### src/rtl/ram_sync_param_if.sv
// Access bus of the parametrised scratch RAM: request fields from the master,
// registered read data and status back from the RAM.
interface ram_sync_param_if #(
    parameter int unsigned DATA_W = 4,
    parameter int unsigned ADDR_W = 4
);
    logic              write_en;
    logic              read_en;
    logic [ADDR_W-1:0] address;
    logic [DATA_W-1:0] data_in;
    logic              clear_req;
    logic [DATA_W-1:0] data_out;
    logic              rd_valid;
    logic              busy;
    logic              clear_done;
    logic              addr_err;

    modport master (
        output write_en, read_en, address, data_in, clear_req,
        input  data_out, rd_valid, busy, clear_done, addr_err
    );

    modport slave (
        input  write_en, read_en, address, data_in, clear_req,
        output data_out, rd_valid, busy, clear_done, addr_err
    );
endinterface

### src/rtl/ram_sync_param.sv
// Parametrised single-port synchronous RAM with registered read, selectable
// read-during-write behaviour and a clear engine that sweeps after reset or on request.
module ram_sync_param #(
    parameter int unsigned       DATA_W    = 4,
    parameter int unsigned       ADDR_W    = 4,
    parameter int unsigned       DEPTH     = 16,
    parameter int unsigned       RDW_MODE  = 0,
    parameter logic [DATA_W-1:0] CLEAR_VAL = '0
) (
    input  logic             clk,
    input  logic             rst,
    ram_sync_param_if.slave  bus
);
    localparam int unsigned IDX_W       = (DEPTH > 1) ? $clog2(DEPTH) : 1;
    localparam logic [IDX_W-1:0] LAST   = IDX_W'(DEPTH - 1);
    localparam bit          WRITE_FIRST = (RDW_MODE == 0);

    typedef enum logic {
        CLEAR,
        READY
    } state_t;

    state_t            state;
    logic [IDX_W-1:0]  ptr;
    logic [DATA_W-1:0] mem [DEPTH];

    logic [DATA_W-1:0] data_out_q;
    logic              rd_valid_q;
    logic              busy_q;
    logic              clear_done_q;
    logic              addr_err_q;

    logic              ready_c;
    logic              in_range_c;
    logic              rd_acc_c;
    logic              wr_acc_c;
    logic              err_c;
    logic [IDX_W-1:0]  idx_c;
    logic [DATA_W-1:0] rd_data_c;

    // Access qualification: requests only count in READY and inside the populated range.
    always_comb begin
        ready_c    = (state == READY);
        in_range_c = ({1'b0, bus.address} < (ADDR_W + 1)'(DEPTH));
        idx_c      = IDX_W'(bus.address);
        rd_acc_c   = ready_c && bus.read_en  && in_range_c;
        wr_acc_c   = ready_c && bus.write_en && in_range_c;
        err_c      = ready_c && (bus.read_en || bus.write_en) && !in_range_c;
        rd_data_c  = (wr_acc_c && WRITE_FIRST) ? bus.data_in : mem[idx_c];
    end

    // Storage array: no reset so it maps onto a plain RAM; the sweep owns it while clearing.
    always_ff @(posedge clk) begin
        if (!rst) begin
            if (state == CLEAR) begin
                mem[ptr] <= CLEAR_VAL;
            end else if (wr_acc_c) begin
                mem[idx_c] <= bus.data_in;
            end
        end
    end

    // Control FSM and registered outputs.
    always_ff @(posedge clk) begin
        if (rst) begin
            state        <= CLEAR;
            ptr          <= '0;
            data_out_q   <= '0;
            rd_valid_q   <= 1'b0;
            clear_done_q <= 1'b0;
            addr_err_q   <= 1'b0;
            busy_q       <= 1'b1;
        end else begin
            rd_valid_q   <= 1'b0;
            clear_done_q <= 1'b0;
            addr_err_q   <= err_c;

            case (state)
                CLEAR: begin
                    ptr <= ptr + IDX_W'(1);
                    if (ptr == LAST) begin
                        state        <= READY;
                        ptr          <= '0;
                        clear_done_q <= 1'b1;
                        busy_q       <= 1'b0;
                    end
                end
                READY: begin
                    if (bus.clear_req) begin
                        state  <= CLEAR;
                        ptr    <= '0;
                        busy_q <= 1'b1;
                    end
                end
                default: begin
                    state <= CLEAR;
                    ptr   <= '0;
                end
            endcase

            // Reads sampled on a clear_req edge still complete; out-of-range reads return zero.
            if (rd_acc_c) begin
                data_out_q <= rd_data_c;
                rd_valid_q <= 1'b1;
            end else if (err_c && bus.read_en) begin
                data_out_q <= '0;
                rd_valid_q <= 1'b1;
            end
        end
    end

    assign bus.data_out   = data_out_q;
    assign bus.rd_valid   = rd_valid_q;
    assign bus.busy       = busy_q;
    assign bus.clear_done = clear_done_q;
    assign bus.addr_err   = addr_err_q;

    // The sweep finishes and releases busy on the same edge.
    a_done_not_busy: assert property (@(posedge clk) disable iff (rst) clear_done_q |-> !busy_q);

endmodule

### src/flat_wrapper.sv
// flat-port wrapper written by rule: the top's interface ports become plain ports
module ram_sync_param_flat 
#(
    parameter int unsigned       DATA_W    = 4,
    parameter int unsigned       ADDR_W    = 4,
    parameter int unsigned       DEPTH     = 16,
    parameter int unsigned       RDW_MODE  = 0,
    parameter logic [DATA_W-1:0] CLEAR_VAL = '0
)
  (clk, rst, bus_write_en, bus_read_en, bus_address, bus_data_in, bus_clear_req, bus_data_out, bus_rd_valid, bus_busy, bus_clear_done, bus_addr_err);
  ram_sync_param_if #(.DATA_W(DATA_W), .ADDR_W(ADDR_W)) bus_i ();
  input  logic clk;
  input  logic rst;
  input wire logic [$bits(bus_i.write_en)-1:0] bus_write_en;
  input wire logic [$bits(bus_i.read_en)-1:0] bus_read_en;
  input wire logic [$bits(bus_i.address)-1:0] bus_address;
  input wire logic [$bits(bus_i.data_in)-1:0] bus_data_in;
  input wire logic [$bits(bus_i.clear_req)-1:0] bus_clear_req;
  output wire logic [$bits(bus_i.data_out)-1:0] bus_data_out;
  output wire logic [$bits(bus_i.rd_valid)-1:0] bus_rd_valid;
  output wire logic [$bits(bus_i.busy)-1:0] bus_busy;
  output wire logic [$bits(bus_i.clear_done)-1:0] bus_clear_done;
  output wire logic [$bits(bus_i.addr_err)-1:0] bus_addr_err;
  assign bus_i.write_en = bus_write_en;
  assign bus_i.read_en = bus_read_en;
  assign bus_i.address = bus_address;
  assign bus_i.data_in = bus_data_in;
  assign bus_i.clear_req = bus_clear_req;
  assign bus_data_out = bus_i.data_out;
  assign bus_rd_valid = bus_i.rd_valid;
  assign bus_busy = bus_i.busy;
  assign bus_clear_done = bus_i.clear_done;
  assign bus_addr_err = bus_i.addr_err;
  ram_sync_param #(.DATA_W(DATA_W), .ADDR_W(ADDR_W), .DEPTH(DEPTH), .RDW_MODE(RDW_MODE), .CLEAR_VAL(CLEAR_VAL)) u_core (.clk(clk), .rst(rst), .bus(bus_i));
endmodule
### config.mk
export PLATFORM = sky130hd
export DESIGN_NAME = ram_sync_param_flat
export DESIGN_NICKNAME = d
export VERILOG_FILES = /design/src/rtl/ram_sync_param_if.sv /design/src/rtl/ram_sync_param.sv /design/src/flat_wrapper.sv
export SDC_FILE = /design/constraint.sdc
export NUM_CORES = 1
export LEC_CHECK = 0
export BUFFER_PORTS_ARGS = -buffer_cell sky130_fd_sc_hd__buf_4
export CAP_MARGIN = 0
export CORE_MARGIN = 2
export CORE_UTILIZATION = 50
export CTS_BUF_LIST = sky130_fd_sc_hd__clkbuf_4 sky130_fd_sc_hd__clkbuf_8
export DETAILED_ROUTE_END_ITERATION = 8
export GPL_ROUTABILITY_DRIVEN = 0
export PLACE_DENSITY = 0.73
export SETUP_SLACK_MARGIN = 0.05
export SYNTH_ARGS = -nofsm -noshare
export SYNTH_HDL_FRONTEND = slang
export SYNTH_SLANG_ARGS = --single-unit
### constraint.sdc
create_clock -name clk -period 2.4 [get_ports clk]
set_input_delay 0.48 -clock clk [delete_from_list [all_inputs] [get_ports clk]]
set_output_delay 0.48 -clock clk [all_outputs]
set_load 0.02 [all_outputs]
==> results.ini, run 1 <==
[run_status]
status = finished clean

[yosys]
yosysTopAreaCell = edfxtp_1
yosys_warnings = 0
ys_ff_latch = 76
ys_types = 40
ys_async_sr_fraction = 0
syn-cell-area_um2 = 3238
synth_area_leaders = edfxtp_1 59%, dfxtp_1 7.4%, mux4_2 7.0%, mux4_1 3.2%, nor2_1 3.2%
synth_top_area_share = 0.5935
ys_seq_area_frac = 0.6677
syn_avg_cell_area_um2 = 14.92
synthFlopType = edfxtp_1
synth_edf_count = 64
synth_cells = 217
syn-num-nets = 231

[critical_path]
worst_setup_path_start_kind = flop
crit_family = simple AND/OR/NAND/NOR gates
path_class = reg2reg
critical_path.endpoint_type = flop
critical_path_required_ps = 2390
crit_buf_inv = 1
cp.arrival_ps = 1990
cpMaxStageDelayCell = dfxtp_1
cp_slowest_stage_delay_ps = 410
crit_chain = buf_4, or2_2, a21oi_1, nand2_1, nor2_1
cp_max_fo = 14

[clock_tree]
h-tree-depth = 3
tritoncts = built
cts_setup_buffers = 0
numCtsBuffers = 9
clk_latency_ps = 340
clock_path_buffers = 2
cts_hold_buf = 0
cts_resized = 0
cts.sinks = 76
clk_pin_slew_worst_paths_ps = 80
cts_root_buf = clkbuf_8

[global_routing]
grt_usage = 0.1876
grt-ovfl-total = 0
grt_max_degree = 25
grt_pass1_vias = 1898
antenna_found_initial = 0
grt_pass1_wl_mm = 9.832

[power_and_ir_drop]
fin_total_pwr_mw = 2.542
powerDensity_nw_per_um2 = 699.5
p_leak_nw = 1.190
peakVddDrop_mv = 0.3521

[finish]
final_cell_mix = 64 x edfxtp_1, 28 x nor2_1, 24 x buf_4
drive_above_1_share = 0.2172
final_common_cell = edfxtp_1
instances_no_fill = 321
n_antenna_cell = 0
final_nets = 253
areaGrowthSynthToFinish_pct = 12.25

[detailed_routing]
drc = 0
routed_wirelength_mm = 6.103
ant_nets = 0
vias_per_cell = 5.773
firstDrtPassIters = 4
initialDrtViolationCount = 104
vias = 1853
wire_per_inst_um = 19.01

[worst_hold_path]
hold_path.class = in2reg

[place]
dp.cells = 305
dp_hpwl_mm = 4.063
numPortBuffers = 19

[sta]
hold_violations = 0
max_freq_mhz = 501.7
holdWs_ps = 409.7
worst_slew_pin_slew_ps = 583.4
maxSlewHeadroom = 0.6111
setup_viol = 0
fin_setup_tns_ps = 0
rsz0062_at_grt = no
drv_slew = 0
min_period_over_period = 0.8306
fin_skew_ps = 10.66
min_period_ps = 1993

[die]
ios = 21
coreArea_um2 = 6314
fp.dieW_um = 84.48
rows = 29
dieArea_um2 = 7136
start_util = 0.5129
die_h_um = 84.48

[run]
max-cap-violations = 0

-- metrics by stage --
| step | setup WS (ps) | util | cell area [µm²] |
|---|---|---|---|
| 2_1_floorplan | 484.7 | - | 3238 |
| 3_3_place_gp | 172.9 | 0.5438 | 3433 |
| 3_5_place_dp | 171.6 | 0.5438 | 3433 |
| 4_1_cts | 392.3 | 0.5757 | 3635 |
| 5_1_grt | 249.1 | 0.5757 | 3635 |
| 6_report | 406.6 | 0.5757 | 3635 |
-- cell families after synthesis --
group                      count (synthesis)  synth area share
adders and majority gates                  1          0.003863
and+or+nand+nor                           71            0.1109
xor gates and xnor gates                   1          0.002705
other                                      1          0.001158
DFF                                       76            0.6677
muxes                                     25            0.1364
AOI/OAI and AO/OA                         25           0.04753
buffers and inverters                     17           0.02975
-- state kept, by name, summed over array words and instances, names as in the netlist --
| register | cells |
|---|---|
| u_core.mem | 64 |
| u_core.bus.data_out | 4 |
| u_core.ptr | 4 |
| u_core.bus.busy | 1 |
| u_core.bus.clear_done | 1 |
| u_core.bus.rd_valid | 1 |
| u_core.ready_c | 1 |
-- cells in the mapped netlist, types with 2 or more instances --
cell / count
nor2b_1: 3
buf_2: 4
inv_1: 4
or3_1: 3
edfxtp_1: 64
and2_1: 4
mux4_1: 4
dfxtp_1: 12
nand3b_1: 3
nand2b_1: 2
nor3b_1: 3
a31oi_1: 6
nand2_1: 9
mux2i_1: 10
nor3_1: 3
nand3_1: 4
clkbuf_1: 6
nor2_1: 28
a21oi_1: 11
and3b_1: 2
mux4_2: 10
nand4_1: 4
-- cell type report --
type | count | area (µm²)
Inverter | 4 | 15.01
Multi-Input combinational cell | 124 | 979.7
Tap cell | 77 | 96.34
Sequential cell | 76 | 2162
Fill cell | 502 | 2679
Clock inverter | 4 | 48.80
Timing Repair Buffer | 24 | 180.2
Clock buffer | 12 | 152.6
-- worst paths after layout --
check	start	end	slack, ps	depth (start not counted)
setup / recovery	u_core.ready_c	u_core.mem[0][1]	410	5
hold / removal	rst	u_core.ptr[3]	410	2
hold reg to reg	u_core.bus.busy	u_core.bus.busy	520	2
setup reg to reg	u_core.ready_c	u_core.mem[0][1]	410	5
-- routing by layer --
| metal | global-route usage | wire length, µm | vias up |
|---|---|---|---|
| met1 | 0.2493 | 2860 | 908 |
| met2 | 0.2835 | 2786 | 60 |
| met4 | 0.1053 | 151 | 0 |
| met5 | 0 | 0 | - |
| li1 | - | - | 873 |
| met3 | 0.04916 | 305 | 12 |
-- report_power, final --
| part | switching (mW) | internal (mW) |
|---|---|---|
| Combinational | 0.0751 | 0.0554 |
| Sequential | 0.00997 | 1.43 |
| Clock | 0.441 | 0.531 |
(Power assumes the default switching activity.)
==> inputs of run 2 (changes only) <==
==> constraint.sdc (replaced) <==
create_clock -name clk -period 2.1 [get_ports clk]
set_input_delay 0.42 -clock clk [delete_from_list [all_inputs] [get_ports clk]]
set_output_delay 0.42 -clock clk [all_outputs]
set_load 0.02 [all_outputs]
==> run 2 against run 1 <==
Effect of this change:
- worst setup slack got worse by 220 ps
- first-iteration DRC count up 69%
- maximum frequency up 4.2%
- clock power up 4%
- critical path type unchanged
- flip-flop and latch count stayed put
- largest cell class unchanged
- non-clock buffer count increased by 12
- sequential share of layout area is 1.2 points lower
- cell area increased by 2.0%
==> results.ini, run 2 (synthesized netlist as in run 1, its figures left out) <==
[run_status]
status = finished clean  ; unchanged

[global_routing]
grt_usage = 0.1843  ; was 0.1876
grt_pass1_vias = 1804  ; was 1898
antenna_found_initial = 0  ; unchanged
grt_pass1_wl_mm = 9.680  ; was 9.832 mm
grt-ovfl-total = 0  ; unchanged
grt_max_degree = 25  ; unchanged

[clock_tree]
clock_path_buffers = 2  ; unchanged
cts_root_buf = clkbuf_8  ; unchanged
cts_resized = 0  ; unchanged
clk_latency_ps = 350  ; was 340 ps
h-tree-depth = 3  ; unchanged
tritoncts = built  ; unchanged
cts_hold_buf = 0  ; unchanged
cts.sinks = 76  ; unchanged
cts_setup_buffers = 0  ; unchanged
clk_pin_slew_worst_paths_ps = 90  ; was 80 ps
numCtsBuffers = 9  ; unchanged

[critical_path]
cp_slowest_stage_delay_ps = 390  ; was 410 ps
crit_chain = buf_4, or2_2, a21oi_1, nand2_1, nor2_1  ; unchanged
critical_path.endpoint_type = flop  ; unchanged
cp.arrival_ps = 1910  ; was 1990 ps
path_class = reg2reg  ; unchanged
crit_buf_inv = 1  ; unchanged
critical_path_required_ps = 2100  ; was 2390 ps
worst_setup_path_start_kind = flop  ; unchanged
cpMaxStageDelayCell = nor2_1  ; was dfxtp_1
cp_max_fo = 19  ; was 14
crit_family = simple AND/OR/NAND/NOR gates  ; unchanged

[detailed_routing]
vias_per_cell = 5.805  ; was 5.773
wire_per_inst_um = 18.89  ; was 19.01 µm
firstDrtPassIters = 4  ; unchanged
initialDrtViolationCount = 176  ; was 104
ant_nets = 0  ; unchanged
routed_wirelength_mm = 6.292  ; was 6.103 mm
vias = 1933  ; was 1853
drc = 0  ; unchanged

[finish]
largest_reg_flops = 64  ; unchanged
n_fill_cell = 487  ; was 502
drive_above_1_share = 0.2578  ; was 0.2172
n_antenna_cell = 0  ; unchanged
final_nets = 265  ; was 253
top_register = u_core.mem  ; unchanged
areaGrowthSynthToFinish_pct = 14.53  ; was 12.25%
final_common_cell = edfxtp_1  ; unchanged
instances_no_fill = 333  ; was 321
post-route-cell-area_um2 = 3709  ; was 3635 µm²
final_cell_mix = 64 x edfxtp_1, 36 x buf_4, 27 x nor2_1  ; was 64 x edfxtp_1, 28 x nor2_1, 24 x buf_4

[power_and_ir_drop]
fin_total_pwr_mw = 2.815  ; was 2.542 mW
peakVddDrop_mv = 0.4204  ; was 0.3521 mV
powerDensity_nw_per_um2 = 759.1  ; was 699.5 nW/µm²
p_leak_nw = 1.228  ; was 1.190 nW

[place]
dpl-instance-area_um2 = 3523  ; was 3433 µm²
dp_slack_ps = 26.37  ; was 171.6 ps
numPortBuffers = 19  ; unchanged
dp_hpwl_mm = 4.237  ; was 4.063 mm
dp.cells = 317  ; was 305

[die]
coreArea_um2 = 6314  ; unchanged
start_util = 0.5129  ; unchanged
fp.dieW_um = 84.48  ; unchanged
ios = 21  ; unchanged
dieArea_um2 = 7136  ; unchanged
die_h_um = 84.48  ; unchanged
rows = 29  ; unchanged

[sta]
drv_slew = 0  ; unchanged
maxSlewHeadroom = 0.6580  ; was 0.6111
rsz0062_at_grt = yes  ; was no
worst_slew_pin_slew_ps = 500.0  ; was 583.4 ps
hold_violations = 0  ; unchanged
fin_skew_ps = 12.52  ; was 10.66 ps
max_freq_mhz = 522.7  ; was 501.7 MHz
fin_setup_tns_ps = 0  ; unchanged
min_period_ps = 1913  ; was 1993 ps
min_period_over_period = 0.9110  ; was 0.8306
setup_viol = 0  ; unchanged
fin_ws_ps = 186.9  ; was 406.6 ps

[run]
max-cap-violations = 0  ; unchanged

[worst_hold_path]
hold_path.class = in2reg  ; unchanged

## run 2: stage by stage
step | util | hold slack, ps
after floorplan | - | 486.4
after global placement | 0.5581 | 484.9
after global routing | 0.5874 | 337.9
after detailed placement | 0.5581 | 497.0
final | 0.5874 | 336.3
after CTS | 0.5870 | 324.9
## run 2: final cells by class
type,count,area (µm²),area share
multi-input combinational,124,982.2,0.2648
tap,77,96.34,0.02598
inverter,4,15.01,0.004049
timing repair buffer,36,270.3,0.07287
clock buffer,9,123.9,0.03340
sequential,76,2162,0.5830
clock inverter,7,58.81,0.01586
## run 2: worst min-delay path, cell delays in order
cell	delay, ps
buf_4	90
a21oi_1	50
o21bai_1	100
## run 2: per-layer routing
metal  share of wire  GRT usage
met1            0.45     0.2724
met5               0          0
met2            0.45     0.2561
met3           0.079    0.05900
met4           0.013    0.07359
## run 2: power breakdown
group / switching (mW) / internal [mW] / total, mW / leakage, nW
logic: 0.0878 / 0.0703 / 0.158 / 0.537
clock network: 0.570 / 0.442 / 1.01 / 0.0800
registers: 0.0108 / 1.63 / 1.64 / 0.610
total: 0.669 / 2.15 / 2.82 / 1.23
## run 2: path summary, 6_finish.rpt
check | start | to | slack (ps) | cells past startpoint
worst min register to register | u_core.bus.busy | u_core.bus.busy | 520 | 2
worst max-delay path | u_core.ready_c | u_core.mem[6][1] | 190 | 5
worst max register to register | u_core.ready_c | u_core.mem[6][1] | 190 | 5
worst min-delay path | bus_clear_req | u_core.bus.busy | 340 | 3
==> inputs of run 3 (changes only) <==
--- a/config.mk
+++ b/config.mk
@@ -5,7 +5,7 @@
 export SDC_FILE = /design/constraint.sdc
 export NUM_CORES = 1
 export LEC_CHECK = 0
-export BUFFER_PORTS_ARGS = -buffer_cell sky130_fd_sc_hd__buf_4
+export BUFFER_PORTS_ARGS = -buffer_cell sky130_fd_sc_hd__buf_2
 export CAP_MARGIN = 0
 export CORE_MARGIN = 2
 export CORE_UTILIZATION = 50
==> run 3 against run 2 <==
Effect of this change:
- flip-flop and latch count unchanged
- register-to-register slack worse by 90 ps
- cell area is 1.9% higher
- cell count grew 2.1%
- hold slack worse by 23 ps
- sequential power hardly changed
- power rose by 9.7%
- largest cell class unchanged
==> results.ini, run 3 (synthesized netlist as in run 1, its figures left out) <==
[run_status]
status = finished clean  ; unchanged

[global_routing]
grt-ovfl-total = 0  ; unchanged
antenna_found_initial = 0  ; unchanged
grt_max_degree = 20  ; was 25
grt_pass1_vias = 2006  ; was 1804
grt_usage = 0.2012  ; was 0.1843
grt_pass1_wl_mm = 10.65  ; was 9.680 mm

[finish]
areaGrowthSynthToFinish_pct = 16.65  ; was 14.53%
final_nets = 272  ; was 265
final_cell_mix = 64 x edfxtp_1, 24 x nor2_1, 24 x buf_4  ; was 64 x edfxtp_1, 36 x buf_4, 27 x nor2_1
instances_no_fill = 340  ; was 333
post-route-util = 0.5983  ; was 0.5874
n_fill_cell = 470  ; was 487
n_antenna_cell = 0  ; unchanged
drive_above_1_share = 0.2890  ; was 0.2578
final_common_cell = edfxtp_1  ; unchanged
top_register = u_core.mem  ; unchanged
largest_reg_flops = 64  ; unchanged
post-route-cell-area_um2 = 3777  ; was 3709 µm²

[critical_path]
cp_max_fo = 15  ; was 19
critical_path.endpoint_type = flop  ; unchanged
r2r-end = u_core.mem[6][1]  ; unchanged
worst_setup_path_start_kind = flop  ; unchanged
path_class = reg2reg  ; unchanged
rrSetupSlack_ps = 100  ; was 190 ps
worstReg2RegStart = u_core.ready_c  ; unchanged
reg2regPathDepth = 5  ; unchanged
cp.arrival_ps = 2000  ; was 1910 ps
critical_path_required_ps = 2090  ; was 2100 ps

[detailed_routing]
wire_per_inst_um = 19.37  ; was 18.89 µm
ant_nets = 0  ; unchanged
routed_wirelength_mm = 6.587  ; was 6.292 mm
initialDrtViolationCount = 188  ; was 176
firstDrtPassIters = 5  ; was 4
vias_per_cell = 5.771  ; was 5.805
vias = 1962  ; was 1933
drc = 0  ; unchanged

[die]
ios = 21  ; unchanged
rows = 29  ; unchanged
dieArea_um2 = 7136  ; unchanged
fp.dieW_um = 84.48  ; unchanged
die_h_um = 84.48  ; unchanged
start_util = 0.5129  ; unchanged
coreArea_um2 = 6314  ; unchanged

[clock_tree]
cts.sinks = 76  ; unchanged
clk_pin_slew_worst_paths_ps = 90  ; about the same
clk_latency_ps = 350  ; about the same
cts_root_buf = clkbuf_8  ; unchanged
tritoncts = built  ; unchanged
h-tree-depth = 3  ; unchanged
clock_path_buffers = 2  ; unchanged
cts_hold_buf = 0  ; unchanged
cts_setup_buffers = 0  ; unchanged
numCtsBuffers = 9  ; unchanged

[worst_hold_path]
hold_path.class = in2reg  ; unchanged
whs_path_depth = 2  ; was 3
hold_path_end = u_core.ready_c  ; was u_core.bus.busy
min_from = rst  ; was bus_clear_req

[sta]
hold_violations = 0  ; unchanged
worst_slew_pin_slew_ps = 735.9  ; was 500.0 ps
min_period_ps = 2003  ; was 1913 ps
fin_skew_ps = 11.62  ; was 12.52 ps
setup_viol = 0  ; unchanged
max_freq_mhz = 499.2  ; was 522.7 MHz
rsz0062_at_grt = yes  ; unchanged
maxSlewHeadroom = 0.5071  ; was 0.6580
holdWs_ps = 313.4  ; was 336.3 ps
min_period_over_period = 0.9540  ; was 0.9110
drv_slew = 0  ; unchanged

[run]
max-cap-violations = 0  ; unchanged

[power_and_ir_drop]
powerDensity_nw_per_um2 = 817.2  ; was 759.1 nW/µm²
p_leak_nw = 1.281  ; was 1.228 nW
peakVddDrop_mv = 0.6233  ; was 0.4204 mV

[place]
numPortBuffers = 19  ; unchanged
dpl-instance-area_um2 = 3528  ; was 3523 µm²
dp.cells = 324  ; was 317
dp_hpwl_mm = 4.411  ; was 4.237 mm

run 3: final cells by class:
cell class                      count  area [µm²]  share of cell area
Tap cell                           77       96.34             0.02551
Sequential cell                    76        2162              0.5724
Inverter                            4       15.01            0.003975
Clock buffer                       10       137.6             0.03644
Clock inverter                      6       96.34             0.02551
Timing Repair Buffer               43       275.3             0.07287
Multi-Input combinational cell    124       994.7              0.2633
run 3: power breakdown:
group	switching [mW]	internal [mW]
sequential	0.0109	1.63
combinational	0.0933	0.0749
clock	0.560	0.714
total	0.664	2.42
run 3: metrics by stage:
| stage | power [mW] | setup TNS (ps) | worst slack [ps] |
|---|---|---|---|
| after floorplan | 1.786 | 0 | 244.7 |
| after global placement | 1.839 | -1899 | -158.2 |
| after detailed placement | 1.844 | -3288 | -141.1 |
| after CTS | 3.106 | 0 | 73.23 |
| after global routing | 3.178 | -655.2 | -56.64 |
| final | 3.087 | 0 | 96.62 |
run 3: how the worst max path moves through the flow:
stage                   start                      to  slack [ps]  cells past startpoint
3_5_place_dp   bus_address[0]  u_core.bus.data_out[3]        -140                      5
2_1_floorplan  bus_address[2]  u_core.bus.data_out[0]         240                      6
6_report       u_core.ready_c        u_core.mem[6][1]         100                      5
3_3_place_gp   bus_address[0]  u_core.bus.data_out[3]        -160                      5
5_1_grt        u_core.ready_c        u_core.mem[6][1]         -60                      5
4_1_cts        u_core.ready_c        u_core.mem[0][3]          70                      5
run 3: worst max-delay path, stage by stage (launching register included):
cell and delay [ps]:
dfxtp_1 400, buf_4 220, or2_2 280, a21oi_1 200, nand2_1 160, nor2_1 390
run 3: timing repair:
| action | CTS | global route |
|---|---|---|
| endpoints found under the setup margin | 0 | 36 |
| hold endpoints to repair | 0 | 0 |
| gates resized for setup | 0 | 5 |
run 3: layer usage:
layer | routed length, µm | share of wire | track usage
met1 | 3038 | 0.46 | 0.2746
met2 | 3063 | 0.47 | 0.3153
met3 | 378 | 0.057 | 0.04916
met4 | 108 | 0.016 | 0.08081
met5 | 0 | 0 | 0
